<file path="config.mk">
export PLATFORM = sky130hd
export DESIGN_NAME = alu_5output_flat
export DESIGN_NICKNAME = d
export VERILOG_FILES = /design/src/rtl/alu_5output_if.sv /design/src/rtl/alu_5output.sv /design/src/flat_wrapper.sv
export SDC_FILE = /design/constraint.sdc
export NUM_CORES = 1
export LEC_CHECK = 0
export BUFFER_PORTS_ARGS = -buffer_cell sky130_fd_sc_hd__buf_2
export CAP_MARGIN = 20
export CORE_AREA = 2 2 39 41
export DETAILED_ROUTE_END_ITERATION = 8
export DIE_AREA = 0 0 41 43
export GPL_ROUTABILITY_DRIVEN = 0
export PLACE_DENSITY = 0.68
export SKIP_CTS_REPAIR_TIMING = 1
export SYNTH_ARGS = -nofsm -noshare
export SYNTH_HDL_FRONTEND = slang
export SYNTH_SLANG_ARGS = --single-unit
export TNS_END_PERCENT = 1
</file>
<file path="constraint.sdc">
create_clock -name clk -period 0.8 [get_ports clk]
set_clock_uncertainty 0.1 [all_clocks]
set_input_delay 0.08 -clock clk [delete_from_list [all_inputs] [get_ports clk]]
set_output_delay 0.08 -clock clk [all_outputs]
set_load 0.005 [all_outputs]
</file>
<file path="src/rtl/alu_5output_if.sv">
// rtl/alu_5output_if.sv - operand/select and result bundle for the 4-bit registered ALU
interface alu_5output_if;
   logic       S0;
   logic       S1;
   logic [3:0] A;
   logic [3:0] B;
   logic [3:0] Output;
   logic       carry;

   modport master (
      output S0,
      output S1,
      output A,
      output B,
      input  Output,
      input  carry
   );

   modport slave (
      input  S0,
      input  S1,
      input  A,
      input  B,
      output Output,
      output carry
   );
endinterface

</file>
<file path="src/rtl/alu_5output.sv">
// rtl/alu_5output.sv - 4-bit add/sub/and/or ALU with registered result and carry
module alu_5output (
   input  logic         clk,
   input  logic         rst_n,
   alu_5output_if.slave bus
);
   logic [3:0] result_d, result_q;
   logic       carry_d, carry_q;
   logic [4:0] sum;

   // SUB adds the one's complement plus one, so bit 4 reads as not-borrow
   always_comb begin
      sum      = 5'd0;
      result_d = 4'd0;
      carry_d  = 1'b0;
      unique case ({bus.S1, bus.S0})
         2'b00:   sum = {1'b0, bus.A} + {1'b0, bus.B};
         2'b01:   sum = {1'b0, bus.A} + {1'b0, ~bus.B} + 5'd1;
         2'b10:   sum = {1'b0, bus.A & bus.B};
         default: sum = {1'b0, bus.A | bus.B};
      endcase
      result_d = sum[3:0];
      carry_d  = sum[4];
   end

   always_ff @(posedge clk or negedge rst_n) begin
      if (!rst_n) begin
         result_q <= 4'd0;
         carry_q  <= 1'b0;
      end else begin
         result_q <= result_d;
         carry_q  <= carry_d;
      end
   end

   assign bus.Output = result_q;
   assign bus.carry  = carry_q;
endmodule

</file>
<file path="src/flat_wrapper.sv">
// flat-port wrapper written by rule: the top's interface ports become plain ports
module alu_5output_flat 
  (clk, rst_n, bus_S0, bus_S1, bus_A, bus_B, bus_Output, bus_carry);
  alu_5output_if bus_i ();
  input  logic clk;
  input  logic rst_n;
  input wire logic [$bits(bus_i.S0)-1:0] bus_S0;
  input wire logic [$bits(bus_i.S1)-1:0] bus_S1;
  input wire logic [$bits(bus_i.A)-1:0] bus_A;
  input wire logic [$bits(bus_i.B)-1:0] bus_B;
  output wire logic [$bits(bus_i.Output)-1:0] bus_Output;
  output wire logic [$bits(bus_i.carry)-1:0] bus_carry;
  assign bus_i.S0 = bus_S0;
  assign bus_i.S1 = bus_S1;
  assign bus_i.A = bus_A;
  assign bus_i.B = bus_B;
  assign bus_Output = bus_i.Output;
  assign bus_carry = bus_i.carry;
  alu_5output u_core (.clk(clk), .rst_n(rst_n), .bus(bus_i));
endmodule
</file>
==> results_dict.tcl <==
set metrics [dict create \
    outcome "finished, violations left" \
    violations "setup timing" \
    timing_max_transition_violations_final 0 \
    worst_path_dominant_cell_family "adder cells" \
    layout.cells.most_common "buf_4" \
    routedWlPerCell_um 10.42 \
    final_cell_area_um2 947.2 \
    cts.clk_slew.worst_paths_ps 40 \
    timing.slew.headroom_pct 80.76 \
    yosys-top-cells-area "ha_1 (26%), dfrtp_1 (22%), inv_1 (8.6%), fa_1 (7.0%), mux4_2 (3.9%)" \
    placed_area_um2 790.8 \
    timing.final.crit_share_pct 164.4 \
    fp.dieArea_um2 1763 \
    final.setup.worst_slack_ps -515.0 \
    synth-warning-count 0 \
    postSynthCellCount 63 \
    cts_root_buffer "clkbuf_4" \
    startpoint_type "input port" \
    first_global_vias 460 \
    cts.htree.levels 1 \
    whs_ps 80.20 \
    drt-pass1-iter-count 4 \
    timing.setup.critical_path_class "in -> reg" \
    postRouteWirelength_um 1188 \
    dieWidth_um 41 \
    io_buffer_count 16 \
    power_density_of_the_placed_cells_nw_per_um2 1072 \
    cap_violations 0 \
    synthesis.area_um2 570.5 \
    syn-mean-instance-area_um2 9.056 \
    worstSetupStartpoint "bus_B[1]" \
    finalHoldViolations 0 \
    core_um2 1384 \
    ys_async_sr_fraction_pct 100.0 \
    critical_path.cell_chain "buf_8, clkinvlp_4, fa_1, inv_1, mux4_2" \
    fraction_of_synthesized_cell_area_taken_by_the_top_area_cell_type_pct 26.32 \
    pin_count 17 \
    cts_buffer_depth 2 \
    tritoncts_clock_tree "built" \
    setup_viol 10 \
    crit_path_end "u_core.bus.Output[1]" \
    cpMaxStageDelayCell "fa_1" \
    synth_cell_type_count 25 \
    die_height_um 43 \
    detail-route-antenna-nets 0 \
    number_of_antenna_violations_at_the_first_check_in_global_routing 0 \
    ys_seq_elements 5 \
    vdd.ir_drop.worst_mv 0.4234 \
    numClockSinks 5 \
    postSynthNetCount 89 \
    first_iter_violations 7 \
    area_growth_syn_to_layout_pct 66.01 \
    hpwlAfterDp_um 943.4 \
    least_margin_pin_slew_ps 287.4 \
    globalRouteOverflowTotal 0 \
    part_of_the_yosys_area_used_for_sequential_elements_pct 21.93 \
    post-layout-total-power_w 0.001015 \
    via_count 542 \
    tritoncts.num_buffers 3 \
    min_path_type "in -> async" \
    synth.largest_area_cell "ha_1" \
    layout_common_cells "buf_4 (14), buf_2 (13), inv_1 (9)" \
    timing.critical_path.depth 5 \
    grt_start_max_net_pins 11 \
    end_kind "register" \
    worst_ep_required_time_ps 810 \
    finalNetCount 125 \
    num_antenna_cells 0 \
    synth-edff-count 0 \
    critPathMaxFanout 4 \
    place_inst 107 \
    critPathBufInv 3 \
    max_clock_freq_mhz 760.5 \
    reported_leakage_power_nw 0.4617 \
    grt.total_usage_pct 13.48 \
    max_stage_delay_ps 550 \
    rows 14 \
    ys_dominant_reg_cell "dfrtp_1" \
    drc 0 \
    share_of_layout_cells_above_drive_strength_1_pct 54.08 \
    tns_ps -2307 \
    floorplan.initialDensity_pct 41.23 \
    global_route_wire_length_before_repair_um 1642 \
    instances_no_fill 114 \
    cp.arrival_ps 1320 \
    timing.final.crit_period_ps 1315 \
    detail_route.vias_per_cell 4.754 \
    grt_setup_unrepaired "yes" \
]
cell type report:
class                      instances  area (µm²)
multi-input combinational         43       476.7
clock buffer                       4       26.28
sequential                         5       125.1
timing repair buffer              33       244.0
fill                             111       436.7
tap                               16       20.02
inverter                          13       55.05
worst min path at each step:
stage | start | slack, ps | to
after global routing | bus_S1 | 100 | u_core.bus.carry
after global placement | rst_n | -210 | u_core.bus.Output[2]
after detailed placement | rst_n | -200 | u_core.bus.carry
after CTS | rst_n | -460 | u_core.bus.Output[0]
after floorplan | rst_n | -320 | u_core.bus.Output[0]
final | rst_n | 80 | u_core.bus.Output[0]
logic make-up after synthesis:
kind of cell / synth area share, %
AOI/OAI and AO/OA: 12.06
xor gates and xnor gates: 1.535
DFF: 21.93
muxes: 7.675
buffers and inverters: 10.75
adders and majority gates: 33.33
and+or+nand+nor: 12.72
stage by stage:
step | setup WS, ps | utilization, %
global route | -557.0 | 68.44
finish | -515.0 | 68.44
global placement | -757.6 | 57.14
floorplan | -587.3 | -
CTS | -544.5 | 59.04
detailed placement | -798.6 | 57.14
registers in the layout, indices dropped and copies added, names as in the netlist:
signal             count
u_core.bus.carry       1
u_core.bus.Output      4
cells in the mapped netlist, drive strengths merged, types with 2 or more instances:
cell   count
fa         2
dfrtp      5
nor2       6
buf        2
a21oi      4
ha        12
inv       13
o21ai      3
power by group:
group          internal [W]  leakage [nW]  switching [W]  total, W
combinational      0.000246         0.388       0.000188  0.000435
sequential         0.000286        0.0585     0.00000709  0.000293
clock              0.000188        0.0150      0.0000987  0.000287
total              0.000721         0.462       0.000294   0.00101
routing by layer:
layer	share of wire (%)	routed length (µm)	GRT usage, %
met1	40	470	13.59
met2	54	647	24.06
met3	4.6	55	1.571
met4	1.2	14	8.000
met5	0	0	0
No activity file was read; power rests on OpenSTA's default activity.
